**src/rtl/arc4_seq_if.sv**
```systemverilog
// arc4_seq_if: start handshake, sub-engine handshakes and shared S-memory port of the ARC4 sequencer.
interface arc4_seq_if #(
    parameter int ADDR_W = 8,
    parameter int DATA_W = 8,
    parameter int KEY_W = 24
);
    logic en, rdy;
    logic [KEY_W-1:0] key, key_q;
    logic init_en, ksa_en, prga_en;
    logic init_rdy, ksa_rdy, prga_rdy;
    logic [ADDR_W-1:0] init_addr, ksa_addr, prga_addr, s_addr;
    logic [DATA_W-1:0] init_wrdata, ksa_wrdata, prga_wrdata, s_wrdata;
    logic init_wren, ksa_wren, prga_wren, s_wren;
    logic [1:0] phase;
    logic err;
    modport master (
        output en, key, init_rdy, ksa_rdy, prga_rdy,
        output init_addr, ksa_addr, prga_addr, init_wrdata, ksa_wrdata, prga_wrdata,
        output init_wren, ksa_wren, prga_wren,
        input rdy, key_q, init_en, ksa_en, prga_en, s_addr, s_wrdata, s_wren, phase, err
    );
    modport slave (
        input en, key, init_rdy, ksa_rdy, prga_rdy,
        input init_addr, ksa_addr, prga_addr, init_wrdata, ksa_wrdata, prga_wrdata,
        input init_wren, ksa_wren, prga_wren,
        output rdy, key_q, init_en, ksa_en, prga_en, s_addr, s_wrdata, s_wren, phase, err
    );
endinterface

```
**src/rtl/arc4_seq.sv**
```systemverilog
// arc4_seq: runs ARC4 init, ksa and prga engines in order and muxes the shared S-memory port.
// Defining ARC4_SEQ_WDOG_EN adds a per-phase watchdog that traps in ERR until rst.
module arc4_seq #(
    parameter int ADDR_W = 8,
    parameter int DATA_W = 8,
    parameter int KEY_W = 24,
    parameter int TIMEOUT_CYCLES = 16383
) (
    input logic clk,
    input logic rst,
    arc4_seq_if.slave bus
);
`ifdef ARC4_SEQ_WDOG_EN
    typedef enum logic [2:0] {IDLE, INIT_GO, INIT_WAIT, KSA_GO, KSA_WAIT, PRGA_GO, PRGA_WAIT, ERR} state_t;
`else
    typedef enum logic [2:0] {IDLE, INIT_GO, INIT_WAIT, KSA_GO, KSA_WAIT, PRGA_GO, PRGA_WAIT} state_t;
`endif
    state_t state;
    logic seen_busy, go, cur_rdy, done;
    logic [1:0] grp;
    always_comb begin
        grp = (state == INIT_GO || state == INIT_WAIT) ? 2'd1 :
              (state == KSA_GO || state == KSA_WAIT) ? 2'd2 :
              (state == PRGA_GO || state == PRGA_WAIT) ? 2'd3 : 2'd0;
        go = state == INIT_GO || state == KSA_GO || state == PRGA_GO;
        cur_rdy = grp == 2'd1 ? bus.init_rdy : grp == 2'd2 ? bus.ksa_rdy : grp == 2'd3 && bus.prga_rdy;
        done = grp != 2'd0 && !go && cur_rdy && seen_busy;
    end
    assign bus.phase = grp;
    assign bus.init_en = state == INIT_GO && bus.init_rdy;
    assign bus.ksa_en = state == KSA_GO && bus.ksa_rdy;
    assign bus.prga_en = state == PRGA_GO && bus.prga_rdy;
    // GO states already select their engine so writes issued alongside en reach memory
    assign bus.s_addr = grp == 2'd1 ? bus.init_addr : grp == 2'd2 ? bus.ksa_addr :
                        grp == 2'd3 ? bus.prga_addr : ADDR_W'(0);
    assign bus.s_wrdata = grp == 2'd1 ? bus.init_wrdata : grp == 2'd2 ? bus.ksa_wrdata :
                          grp == 2'd3 ? bus.prga_wrdata : DATA_W'(0);
    assign bus.s_wren = grp == 2'd1 ? bus.init_wren : grp == 2'd2 ? bus.ksa_wren :
                        grp == 2'd3 && bus.prga_wren;
`ifdef ARC4_SEQ_WDOG_EN
    logic [14:0] wd_cnt;
    logic timeout;
    assign timeout = grp != 2'd0 && wd_cnt + 15'd1 == 15'(TIMEOUT_CYCLES);
    assign bus.err = state == ERR;
    always_ff @(posedge clk)
        wd_cnt <= (rst || state == IDLE || done) ? 15'd0 : wd_cnt + 15'd1;
`else
    logic unused_timeout;
    assign unused_timeout = ^TIMEOUT_CYCLES;
    assign bus.err = 1'b0;
`endif
    // seen_busy guards against a stale rdy still high just after the engine's en
    always_ff @(posedge clk) begin
        if (rst) begin
            state <= IDLE;
            bus.rdy <= 1'b1;
            bus.key_q <= KEY_W'(0);
            seen_busy <= 1'b0;
`ifdef ARC4_SEQ_WDOG_EN
        end else if (timeout) begin
            state <= ERR;
            bus.rdy <= 1'b0;
`endif
        end else if (state == IDLE) begin
            if (bus.en) begin
                state <= INIT_GO;
                bus.rdy <= 1'b0;
                bus.key_q <= bus.key;
            end
        end else if (go) begin
            if (cur_rdy) begin
                state <= state_t'(state + 3'd1);
                seen_busy <= 1'b0;
            end
        end else if (grp != 2'd0) begin
            seen_busy <= seen_busy || !cur_rdy;
            if (done) begin
                state <= state == PRGA_WAIT ? IDLE : state_t'(state + 3'd1);
                bus.rdy <= state == PRGA_WAIT;
            end
        end
    end
endmodule

```
**src/flat_wrapper.sv**
```systemverilog
// flat-port wrapper written by rule: the top's interface ports become plain ports
module arc4_seq_flat 
#(
    parameter int ADDR_W = 8,
    parameter int DATA_W = 8,
    parameter int KEY_W = 24,
    parameter int TIMEOUT_CYCLES = 16383
)
  (clk, rst, bus_en, bus_key, bus_init_rdy, bus_ksa_rdy, bus_prga_rdy, bus_init_addr, bus_ksa_addr, bus_prga_addr, bus_init_wrdata, bus_ksa_wrdata, bus_prga_wrdata, bus_init_wren, bus_ksa_wren, bus_prga_wren, bus_rdy, bus_key_q, bus_init_en, bus_ksa_en, bus_prga_en, bus_s_addr, bus_s_wrdata, bus_s_wren, bus_phase, bus_err);
  arc4_seq_if #(.ADDR_W(ADDR_W), .DATA_W(DATA_W), .KEY_W(KEY_W)) bus_i ();
  input logic clk;
  input logic rst;
  input wire logic [$bits(bus_i.en)-1:0] bus_en;
  input wire logic [$bits(bus_i.key)-1:0] bus_key;
  input wire logic [$bits(bus_i.init_rdy)-1:0] bus_init_rdy;
  input wire logic [$bits(bus_i.ksa_rdy)-1:0] bus_ksa_rdy;
  input wire logic [$bits(bus_i.prga_rdy)-1:0] bus_prga_rdy;
  input wire logic [$bits(bus_i.init_addr)-1:0] bus_init_addr;
  input wire logic [$bits(bus_i.ksa_addr)-1:0] bus_ksa_addr;
  input wire logic [$bits(bus_i.prga_addr)-1:0] bus_prga_addr;
  input wire logic [$bits(bus_i.init_wrdata)-1:0] bus_init_wrdata;
  input wire logic [$bits(bus_i.ksa_wrdata)-1:0] bus_ksa_wrdata;
  input wire logic [$bits(bus_i.prga_wrdata)-1:0] bus_prga_wrdata;
  input wire logic [$bits(bus_i.init_wren)-1:0] bus_init_wren;
  input wire logic [$bits(bus_i.ksa_wren)-1:0] bus_ksa_wren;
  input wire logic [$bits(bus_i.prga_wren)-1:0] bus_prga_wren;
  output wire logic [$bits(bus_i.rdy)-1:0] bus_rdy;
  output wire logic [$bits(bus_i.key_q)-1:0] bus_key_q;
  output wire logic [$bits(bus_i.init_en)-1:0] bus_init_en;
  output wire logic [$bits(bus_i.ksa_en)-1:0] bus_ksa_en;
  output wire logic [$bits(bus_i.prga_en)-1:0] bus_prga_en;
  output wire logic [$bits(bus_i.s_addr)-1:0] bus_s_addr;
  output wire logic [$bits(bus_i.s_wrdata)-1:0] bus_s_wrdata;
  output wire logic [$bits(bus_i.s_wren)-1:0] bus_s_wren;
  output wire logic [$bits(bus_i.phase)-1:0] bus_phase;
  output wire logic [$bits(bus_i.err)-1:0] bus_err;
  assign bus_i.en = bus_en;
  assign bus_i.key = bus_key;
  assign bus_i.init_rdy = bus_init_rdy;
  assign bus_i.ksa_rdy = bus_ksa_rdy;
  assign bus_i.prga_rdy = bus_prga_rdy;
  assign bus_i.init_addr = bus_init_addr;
  assign bus_i.ksa_addr = bus_ksa_addr;
  assign bus_i.prga_addr = bus_prga_addr;
  assign bus_i.init_wrdata = bus_init_wrdata;
  assign bus_i.ksa_wrdata = bus_ksa_wrdata;
  assign bus_i.prga_wrdata = bus_prga_wrdata;
  assign bus_i.init_wren = bus_init_wren;
  assign bus_i.ksa_wren = bus_ksa_wren;
  assign bus_i.prga_wren = bus_prga_wren;
  assign bus_rdy = bus_i.rdy;
  assign bus_key_q = bus_i.key_q;
  assign bus_init_en = bus_i.init_en;
  assign bus_ksa_en = bus_i.ksa_en;
  assign bus_prga_en = bus_i.prga_en;
  assign bus_s_addr = bus_i.s_addr;
  assign bus_s_wrdata = bus_i.s_wrdata;
  assign bus_s_wren = bus_i.s_wren;
  assign bus_phase = bus_i.phase;
  assign bus_err = bus_i.err;
  arc4_seq #(.ADDR_W(ADDR_W), .DATA_W(DATA_W), .KEY_W(KEY_W), .TIMEOUT_CYCLES(TIMEOUT_CYCLES)) u_core (.clk(clk), .rst(rst), .bus(bus_i));
endmodule
```
**config.mk**
```make
export PLATFORM = sky130hd
export DESIGN_NAME = arc4_seq_flat
export DESIGN_NICKNAME = d
export VERILOG_FILES = /design/src/rtl/arc4_seq_if.sv /design/src/rtl/arc4_seq.sv /design/src/flat_wrapper.sv
export SDC_FILE = /design/constraint.sdc
export NUM_CORES = 1
export LEC_CHECK = 0
export ABC_AREA = 1
export BUFFER_PORTS_ARGS = -buffer_cell sky130_fd_sc_hd__buf_2
export CORE_MARGIN = 3
export CORE_UTILIZATION = 37
export DETAILED_ROUTE_END_ITERATION = 7
export HOLD_SLACK_MARGIN = 0.06
export PLACE_DENSITY = 0.77
export SLEW_MARGIN = 20
export SYNTH_ARGS = -nofsm -noshare
export SYNTH_HDL_FRONTEND = slang
export SYNTH_SLANG_ARGS = --single-unit
```
**constraint.sdc**
```tcl
create_clock -name clk -period 1.5 [get_ports clk]
set_input_delay 0.075 -clock clk [delete_from_list [all_inputs] [get_ports clk]]
set_output_delay 0.075 -clock clk [all_outputs]
set_load 0.01 [all_outputs]
```
# ---- Word level (Yosys, flattened, before mapping)
# Cells that the tools add are included.
dict set report word_totals {
  regBits 29
  in_bits 81
  output_inout_bits 48
  word_cells 74
}
dict set report op_classes {
  add_sub_neg 1
  n_eq_ne 13
  muxes 28
  bitwise_logic 1
  n_reduce_logical 27
}
# cell n
set ops {}
lappend ops {{$mux 8} 6}
lappend ops {{$mux 3} 7}
lappend ops {{$mux 1} 12}
lappend ops {{$eq 3x3->1 const B} 3}
lappend ops {{$logic_and 1x1->1} 8}
lappend ops {{$reduce_and 4->1} 2}
lappend ops {{$reduce_bool 2->1} 4}
lappend ops {{$eq 3x2->1 const B} 2}
lappend ops {{$logic_or 1x1->1} 6}
lappend ops {{$mux 2} 3}
lappend ops {{$ne 2x2->1 const B} 3}
lappend ops {{$reduce_bool 3->1} 2}
lappend ops {{$eq 2x2->1 const B} 2}
lappend ops {{$add 3x1->3 const B} 1}
lappend ops {{$eq 3x1->1 const B} 1}
lappend ops {{$logic_not 3->1} 1}
lappend ops {{$ne 3x3->1 const B} 1}
lappend ops {{$reduce_and 3->1} 1}
lappend ops {{$eq 2x1->1 const B} 1}
lappend ops {{$logic_not 1->1} 2}
lappend ops {{$reduce_and 2->1} 1}
lappend ops {{$not 1->1} 1}

# ---- Longest topological paths before layout
# Gate-level depths: netlist of the first run.
dict set report logic_depth {
  word_depth 15
  mapped_depth 14
  depth_no_buf 14
}

# ---- Worst setup path after synthesis of the first run
# No wires, ideal clock.
dict set report synth_timing {
  path_type {reg2reg}
  from {register u_core.state[0]}
  to {register u_core.bus.rdy}
  setup_time_ns 0.121
  t_arrival_ns 1.555
  required_time_ns 1.379
  path_slack_ns -0.176
  path_stages_with_launch 12
  path_buffers 1
  period_less_slack_ns 1.676
  path_cell_list {dfxtp_1 -> inv_1 -> ha_1 -> o21ai_2 -> buf_4 -> nand4_2 -> nand2_2 -> nand3_2 -> a21oi_1 -> inv_1 -> nand2_1 -> nand3_1}
}
dict set report synth_via {
  elab_chain_len 13
}
# item line_no
set synth_rtl {}
lappend synth_rtl {{start: declaration} arc4_seq.sv:18} ;# state_t state;
lappend synth_rtl {{start signal: assignment} arc4_seq.sv:72} ;# state <= state_t'(state + 3'd1);
lappend synth_rtl {{start signal: assignment} arc4_seq.sv:78} ;# state <= state == PRGA_WAIT ? IDLE : state_t'(state + 3'd1);
lappend synth_rtl {{$eq 3x3->1, on equally long branches} {arc4_seq.sv:24, arc4_seq.sv:25, arc4_seq.sv:79}}
lappend synth_rtl {{$logic_or 1x1->1} arc4_seq.sv:24} ;# (state == PRGA_GO || state == PRGA_WAIT) ? 2'd3 : 2'd0;
lappend synth_rtl {{$mux 2} arc4_seq.sv:24}
lappend synth_rtl {{$mux 2} arc4_seq.sv:23} ;# (state == KSA_GO || state == KSA_WAIT) ? 2'd2 :
lappend synth_rtl {{$mux 2} arc4_seq.sv:22} ;# grp = (state == INIT_GO || state == INIT_WAIT) ? 2'd1 :
lappend synth_rtl {{$eq 2x2->1} arc4_seq.sv:26} ;# cur_rdy = grp == 2'd1 ? bus.init_rdy : grp == 2'd2 ? bus.ksa_rdy : grp == 2'd3 && bus.prga_rdy;
lappend synth_rtl {{$logic_and 1x1->1} arc4_seq.sv:26}
lappend synth_rtl {{$mux 1 (2 in series)} arc4_seq.sv:26}
lappend synth_rtl {{$logic_and 1x1->1 (2 in series)} arc4_seq.sv:27} ;# done = grp != 2'd0 && !go && cur_rdy && seen_busy;
lappend synth_rtl {{$reduce_bool 2->1 (no line)} --}
lappend synth_rtl {{$reduce_and 4->1 (no line)} --}
lappend synth_rtl {{end signal: assignment} arc4_seq.sv:56} ;# bus.rdy <= 1'b1;
lappend synth_rtl {{end signal: assignment} arc4_seq.sv:67} ;# bus.rdy <= 1'b0;
lappend synth_rtl {{end signal: assignment} arc4_seq.sv:79} ;# bus.rdy <= state == PRGA_WAIT;
lappend synth_rtl {{end: declaration} arc4_seq_if.sv:26} ;# output rdy, key_q, init_en, ksa_en, prga_en, s_addr, s_wrdata, s_wren, phase, err
# Parallel ways exist; a longest one is shown, timed or not. The select of a mux whose other input is x is not followed.
# A chain may end at the register's enable or synchronous reset.

# ---- Final worst setup path of the first run
dict set report layout_timing {
  from {register u_core.state[0]}
  to {register u_core.state[0]}
}
dict set report layout_via {
  elab_chain_len 13
}
# item line_no
set layout_rtl {}
lappend layout_rtl {{$eq 3x3->1, on equally long branches} {arc4_seq.sv:24, arc4_seq.sv:25, arc4_seq.sv:78}}
lappend layout_rtl {{$logic_or 1x1->1} arc4_seq.sv:24}
lappend layout_rtl {{$mux 2} arc4_seq.sv:24}
lappend layout_rtl {{$mux 2} arc4_seq.sv:23}
lappend layout_rtl {{$mux 2} arc4_seq.sv:22}
lappend layout_rtl {{$eq 2x2->1} arc4_seq.sv:26}
lappend layout_rtl {{$logic_and 1x1->1} arc4_seq.sv:26}
lappend layout_rtl {{$mux 1 (2 in series)} arc4_seq.sv:26}
lappend layout_rtl {{$logic_and 1x1->1 (2 in series)} arc4_seq.sv:27}
lappend layout_rtl {{$reduce_bool 3->1 (no line)} --}
lappend layout_rtl {{$reduce_and 4->1 (no line)} --}
# Parallel ways exist; a longest one is shown, timed or not. The select of a mux whose other input is x is not followed.

==> results of run 1 <==
[cell type report]
type                       count  area, um^2
clock buffer                   7        86.3
clock inverter                 1        30.0
multi-input combinational    206        1390
timing repair buffer         193        1470
inverter                      20        97.6
fill                         232         741
sequential                    29         588
tap                           52        65.1
[power breakdown]
part	internal (mW)	total, mW	leakage [nW]	switching [mW]
Sequential	0.966	1.12	0.239	0.159
Clock	0.541	0.865	0.0585	0.324
Combinational	2.05	4.25	1.58	2.20
Total	3.55	6.24	1.88	2.68
[logic make-up after synthesis]
logic type                 synth area share
and+or+nand+nor                       0.437
buffers and inverters                0.0879
adders and majority gates            0.0357
other                               0.00214
AOI/OAI and AO/OA                     0.106
DFF                                   0.332
[cells in the mapped netlist, types with 3 or more instances]
| library cell | instances |
|---|---|
| sky130_fd_sc_hd__buf_1 | 3 |
| sky130_fd_sc_hd__nand3_1 | 40 |
| sky130_fd_sc_hd__clkbuf_1 | 8 |
| sky130_fd_sc_hd__inv_1 | 14 |
| sky130_fd_sc_hd__nand3_2 | 3 |
| sky130_fd_sc_hd__dfxtp_1 | 29 |
| sky130_fd_sc_hd__ha_1 | 5 |
| sky130_fd_sc_hd__buf_4 | 3 |
| sky130_fd_sc_hd__inv_2 | 6 |
| sky130_fd_sc_hd__buf_2 | 3 |
| sky130_fd_sc_hd__nand2_2 | 4 |
| sky130_fd_sc_hd__o21ai_0 | 3 |
| sky130_fd_sc_hd__nand4_1 | 17 |
| sky130_fd_sc_hd__a21oi_1 | 29 |
| sky130_fd_sc_hd__nor2_1 | 9 |
| sky130_fd_sc_hd__nand2_1 | 87 |
[flip-flops by register name, summed over array words and instances, names as in the netlist]
register          cells
u_core.state          3
u_core.bus.key_q     24
u_core.bus.rdy        1
u_core.seen_busy      1
[cells in the final DEF (no fill, tap or decap), drive strengths merged]
cell / count
conb: 1
a21oi: 29
nand3: 43
nand4: 18
dfxtp: 29
inv: 20
nor2: 11
nor3: 1
o21ai: 5
ha: 5
bufinv: 1
o211ai: 1
nand3b: 1
dlygate4sd3: 24
buf: 162
nand2: 91
clkbuf: 14
[stage by stage]
step | hold WS (ps) | cells | total power [mW] | area, um^2
floorplan | 218 | 272 | 2.72 | 1820
global placement | 324 | 459 | 3.70 | 2630
detailed placement | 329 | 459 | 3.73 | 2630
CTS | 142 | 492 | 4.74 | 3030
global route | 184 | 508 | 6.57 | 3730
finish | 175 | 508 | 6.24 | 3730
[how the worst min path moves through the flow]
| stage | end | slack, ps | depth (start not counted) |
|---|---|---|---|
| 3_5_place_dp | u_core.bus.key_q[18] | 330 | 3 |
| 6_report | u_core.bus.key_q[0] | 180 | 2 |
| 3_3_place_gp | u_core.bus.key_q[21] | 320 | 3 |
| 4_1_cts | u_core.bus.key_q[0] | 140 | 2 |
| 5_1_grt | u_core.bus.key_q[0] | 180 | 2 |
| 2_1_floorplan | u_core.bus.key_q[6] | 220 | 2 |
[repair_timing]
item,4_1_cts,5_1_grt
pin swaps,2,19
gates cloned,0,9
hold buffers,24,0
resized for setup,11,115
setup endpoints to repair,23,49
setup buffers,1,7
endpoints found under the hold margin,24,0
[per-layer routing]
metal / vias up / share of wire / GRT usage
met5: - / 0 / 0
met4: 0 / 0.035 / 0.0949
met3: 31 / 0.10 / 0.0681
met2: 193 / 0.51 / 0.406
met1: 1212 / 0.35 / 0.236
li1: 1274 / - / -
[critical path, stage by stage (launching register included)]
cell	delay, ps
sky130_fd_sc_hd__dfxtp_4	370
sky130_fd_sc_hd__inv_6	80
sky130_fd_sc_hd__buf_12	90
sky130_fd_sc_hd__ha_4	170
sky130_fd_sc_hd__inv_6	50
sky130_fd_sc_hd__nor2_4	130
sky130_fd_sc_hd__inv_2	60
sky130_fd_sc_hd__nand2_1	100
sky130_fd_sc_hd__inv_2	40
sky130_fd_sc_hd__nor2_1	140
sky130_fd_sc_hd__nand2_2	150
sky130_fd_sc_hd__nand2_2	110
sky130_fd_sc_hd__nand2_1	60
sky130_fd_sc_hd__nand2_1	80
sky130_fd_sc_hd__nor2_2	40
==> run metrics, run 1 <==
kind of launch point of the worst setup path=flip-flop; portion of synthesized cell area occupied by the leading cell type=0.332; type of the setup path with the least slack=flip-flop to flip-flop; Pre-antenna DRT Iters=5; maximum operating frequency=559 MHz; wire length of the first global-routing pass=9.78 mm; number of maximum-capacitance violations=0; total core area=0.00447 mm^2; Max Fanout on Critical Path=5; start point of the critical path=u_core.state[0]; # rows=24; Synth Cell Area=0.00175 mm^2; RSZ-0062 raised after global routing=yes; diode insertion count for antenna repair=0; endpoint arrival time on the critical path=1980 ps; Antenna Violating Nets Remaining=0; Synth Register Bits=29; startpoint of the most critical hold path=rst; result of the run=finished with violations; setup slack after layout=-288 ps; violation count after the first detailed-routing iteration=138; detailed-route wire length=8.79 mm; number of max-slew violations in the final report=0; period utilisation layout=1.19; number of ports placed on the die boundary=129; routed vias=2710; post-DP HPWL=4.27 mm; vias in the first global route=2276; CTS root buffer=sky130_fd_sc_hd__clkbuf_8; R2R setup slack=-290 ps; remaining routing DRC violations=0; critical path capture point type=flip-flop; count of distinct cell types in the synthesized netlist=24; number of port buffers=127; maximum vdd drop=1.61 mV; Hold Path Class=input port to flip-flop; Gate Count Post-Synth=272; DP Worst Slack=-161 ps; fraction of registers with async set/reset=0; cell types occupying the most area after synthesis=sky130_fd_sc_hd__dfxtp_1 (33%), sky130_fd_sc_hd__nand2_1 (19%), sky130_fd_sc_hd__nand3_1 (11%); sequential share of the synthesized area=0.332; mean number of vias per cell=5.33; H-tree level count=2; Avg WL per Cell=17.3 um; number of enable flip-flop cells after synthesis=0; final setup fails=44; violated checks=setup timing; setup TNS=-6230 ps; synthesized net count=358; end point of the critical path=u_core.state[0]; number of sinks handled by clock tree synthesis=29; Nets=541; layout overhead on the synthesized area=113%; final-report hold violation count=0; cell depth of the worst flop-to-flop path=14; overall die area=0.00559 mm^2; horizontal extent of the die=74.8 um; share of final-layout standard cells stronger than drive strength 1=0.592; global-route total usage across every layer=0.222; gp weighted congestion=0.821; antenna violations before repair=0; Clock Path Buffers=2; critical path data required time=1690 ps; Synth Warn #=0; die outline height=74.8 um; final worst clock skew=12.7 ps; worst skew pair latency=290 ps; total power divided by cell area=1670 mW/mm^2; Reg-to-Reg Start=u_core.state[0]; Post-Route Utilization=0.834; largest area contributor in the netlist=sky130_fd_sc_hd__dfxtp_1; initial standard-cell utilization of the core=0.391; maximum number of pins on one net before global-route repair=25; remaining global-route overflow=0; number of buffers inserted during clock tree synthesis=5; time the final worst path needs with I/O delays and setup=1790 ps; most used flip-flop cell after synthesis=sky130_fd_sc_hd__dfxtp_1; leakage dissipation=1.88 nW; Critical R2R Capture=u_core.state[0]; TritonCTS clock tree=built; post-synthesis average cell area=6.44 um^2; clock transition time at the flip-flop clock pins of the worst setup and hold paths=70 ps
No activity file was read; power rests on OpenSTA's default activity.
==> run 2: changes to the inputs <==
CTS_BUF_LIST = sky130_fd_sc_hd__clkbuf_4 sky130_fd_sc_hd__clkbuf_8 sky130_fd_sc_hd__clkbuf_16   (was not set)
==> run metrics, run 2 (synthesis results as in run 1) <==
critical path cell sequence=inv_6 > ha_4 > o21ai_4 > buf_6 > inv_6 > clkbuf_16 > nand2_1 > nand3_1 > buf_2 (was inv_6 > buf_12 > ha_4 > inv_6 > nor2_4 > inv_2 > nand2_1 > inv_2 > nor2_1 > nand2_2 > nand2_2 > nand2_1 > nand2_1 > nor2_2); final-report hold violation count=0 (unchanged); max FFs per register=24 (unchanged); Hold Path Class=input port to flip-flop (unchanged); Clock Path Buffers=2 (unchanged); worst skew pair latency=290 ps (about the same); setup slack after layout=-286 ps (was -288 ps); vias in the first global route=2271 (was 2276); clock transition time at the flip-flop clock pins of the worst setup and hold paths=70 ps (about the same); type of the setup path with the least slack=flip-flop to primary output (was flip-flop to flip-flop); critical path capture point type=primary output (was flip-flop); total power divided by cell area=1660 mW/mm^2 (was 1670 mW/mm^2); kind of launch point of the worst setup path=flip-flop (unchanged); result of the run=finished with violations (unchanged); most common cell after layout, fill and taps aside=sky130_fd_sc_hd__buf_2 (unchanged); cell mode on critical path=sky130_fd_sc_hd__inv_6 (was sky130_fd_sc_hd__nand2_1); cell family contributing the most delay on the critical path=buffers and inverters (was simple AND/OR/NAND/NOR gates); maximum number of pins on one net before global-route repair=25 (unchanged); Avg WL per Cell=16.9 um (was 17.3 um); gp weighted congestion=0.821 (unchanged); top register by number of flip-flops=u_core.bus.key_q (unchanged); routed vias=2757 (was 2710); global-route total usage across every layer=0.224 (was 0.222); number of maximum-capacitance violations=0 (unchanged); post-DP HPWL=4.27 mm (unchanged); initial standard-cell utilization of the core=0.391 (unchanged); violated checks=setup timing (unchanged); # rows=24 (unchanged); detailed-route wire length=8.54 mm (was 8.79 mm); Nets=538 (was 541); CP max stage delay=390 ps (was 370 ps); Largest regs=u_core.bus.key_q (24), u_core.state (3) (unchanged); remaining global-route overflow=0 (unchanged); overall die area=0.00559 mm^2 (unchanged); period utilisation layout=1.19 (about the same); Pre-antenna DRT Iters=5 (unchanged); antenna violations before repair=0 (unchanged); total core area=0.00447 mm^2 (unchanged); maximum operating frequency=560 MHz (was 559 MHz); number of max-slew violations in the final report=0 (unchanged); critical path data required time=1420 ps (was 1690 ps); layout overhead on the synthesized area=108% (was 113%); share of final-layout standard cells stronger than drive strength 1=0.576 (was 0.592); wire length of the first global-routing pass=9.87 mm (was 9.78 mm); total instance count after detailed placement=459 (unchanged); Max Fanout on Critical Path=8 (was 5); top library cells by usage in the layout, fill and taps aside=sky130_fd_sc_hd__buf_2 (123), sky130_fd_sc_hd__nand2_1 (53), sky130_fd_sc_hd__nand3_1 (35), sky130_fd_sc_hd__dfxtp_1 (27), sky130_fd_sc_hd__dlygate4sd3_1 (24) (was sky130_fd_sc_hd__buf_2 (119), sky130_fd_sc_hd__nand2_1 (53), sky130_fd_sc_hd__nand3_1 (29), sky130_fd_sc_hd__dfxtp_1 (27), sky130_fd_sc_hd__nand2_2 (25)); die outline height=74.8 um (unchanged); endpoint arrival time on the critical path=1710 ps (was 1980 ps); final non-filler cell total=505 (was 508); TritonCTS clock tree=built (unchanged); H-tree level count=2 (unchanged); maximum vdd drop=1.24 mV (was 1.61 mV); count of buffering cells on the critical path with inverters included=5 (unchanged); diode insertion count for antenna repair=0 (unchanged); horizontal extent of the die=74.8 um (unchanged); number of buffers inserted during clock tree synthesis=5 (unchanged); remaining routing DRC violations=0 (unchanged); number of sinks handled by clock tree synthesis=29 (unchanged); mean number of vias per cell=5.46 (was 5.33); RSZ-0062 raised after global routing=yes (unchanged); final worst clock skew=9.21 ps (was 12.7 ps); violation count after the first detailed-routing iteration=156 (was 138); number of ports placed on the die boundary=129 (unchanged); DP Worst Slack=-161 ps (unchanged); leakage dissipation=1.84 nW (was 1.88 nW); Antenna Violating Nets Remaining=0 (unchanged); CTS root buffer=sky130_fd_sc_hd__clkbuf_8 (unchanged); final setup fails=44 (unchanged); setup TNS=-6260 ps (was -6230 ps); time the final worst path needs with I/O delays and setup=1790 ps (about the same); cell with the largest stage delay on the worst path=sky130_fd_sc_hd__dfxtp_4 (unchanged); number of port buffers=127 (unchanged)
==> run 2: cell types whose count changed in the layout (fill, tap and decap cells not counted), sizes merged <==
cell | before | now
buf | 162 | 160
clkbuf | 14 | 13
==> run 2: worst paths after layout <==
kind                            slack (ps)              endpoint  cells past startpoint        startpoint
worst max-delay path                  -290       bus_s_wrdata[0]                      9   u_core.state[0]
worst min register to register         470      u_core.seen_busy                      2  u_core.seen_busy
worst max register to register        -270       u_core.state[1]                     13   u_core.state[0]
worst min-delay path                   190  u_core.bus.key_q[19]                      2               rst
==> run 2: what timing repair did <==
item	in CTS	in global routing
hold buffers	24	0
endpoints found under the hold margin	24	0
cloned	0	7
gates resized for setup	11	105
pin swaps	2	25
setup buffers	1	6
setup endpoints to repair	23	49
==> run 2: where the power goes <==
part / leakage (nW) / total, mW / switching [mW] / internal, mW
clock: 0.0619 / 0.890 / 0.330 / 0.560
sequential: 0.239 / 1.12 / 0.159 / 0.965
combinational: 1.54 / 4.03 / 2.12 / 1.91
total: 1.84 / 6.05 / 2.61 / 3.43
==> run 2: layout make-up <==
class | count | area [um^2]
inverter | 20 | 95.1
tap | 52 | 65.1
multi-input combinational | 206 | 1370
sequential | 29 | 588
fill | 257 | 831
timing repair buffer | 190 | 1400
clock buffer | 7 | 90.1
clock inverter | 1 | 30.0
==> run 2: metal layers <==
metal	global-route usage	share of wire	vias up
li1	-	-	1270
met1	0.242	0.35	1223
met2	0.402	0.49	222
met3	0.0681	0.11	42
met4	0.0949	0.040	0
met5	0	0	-
==> run 2: stage by stage <==
stage / instance area (um^2) / total power [mW] / hold slack (ps) / util
floorplan: 1820 / 2.72 / 218 / -
global placement: 2630 / 3.70 / 324 / 0.587
detailed placement: 2630 / 3.73 / 329 / 0.587
CTS: 3040 / 4.76 / 142 / 0.679
global route: 3640 / 6.37 / 212 / 0.814
finish: 3640 / 6.05 / 192 / 0.814
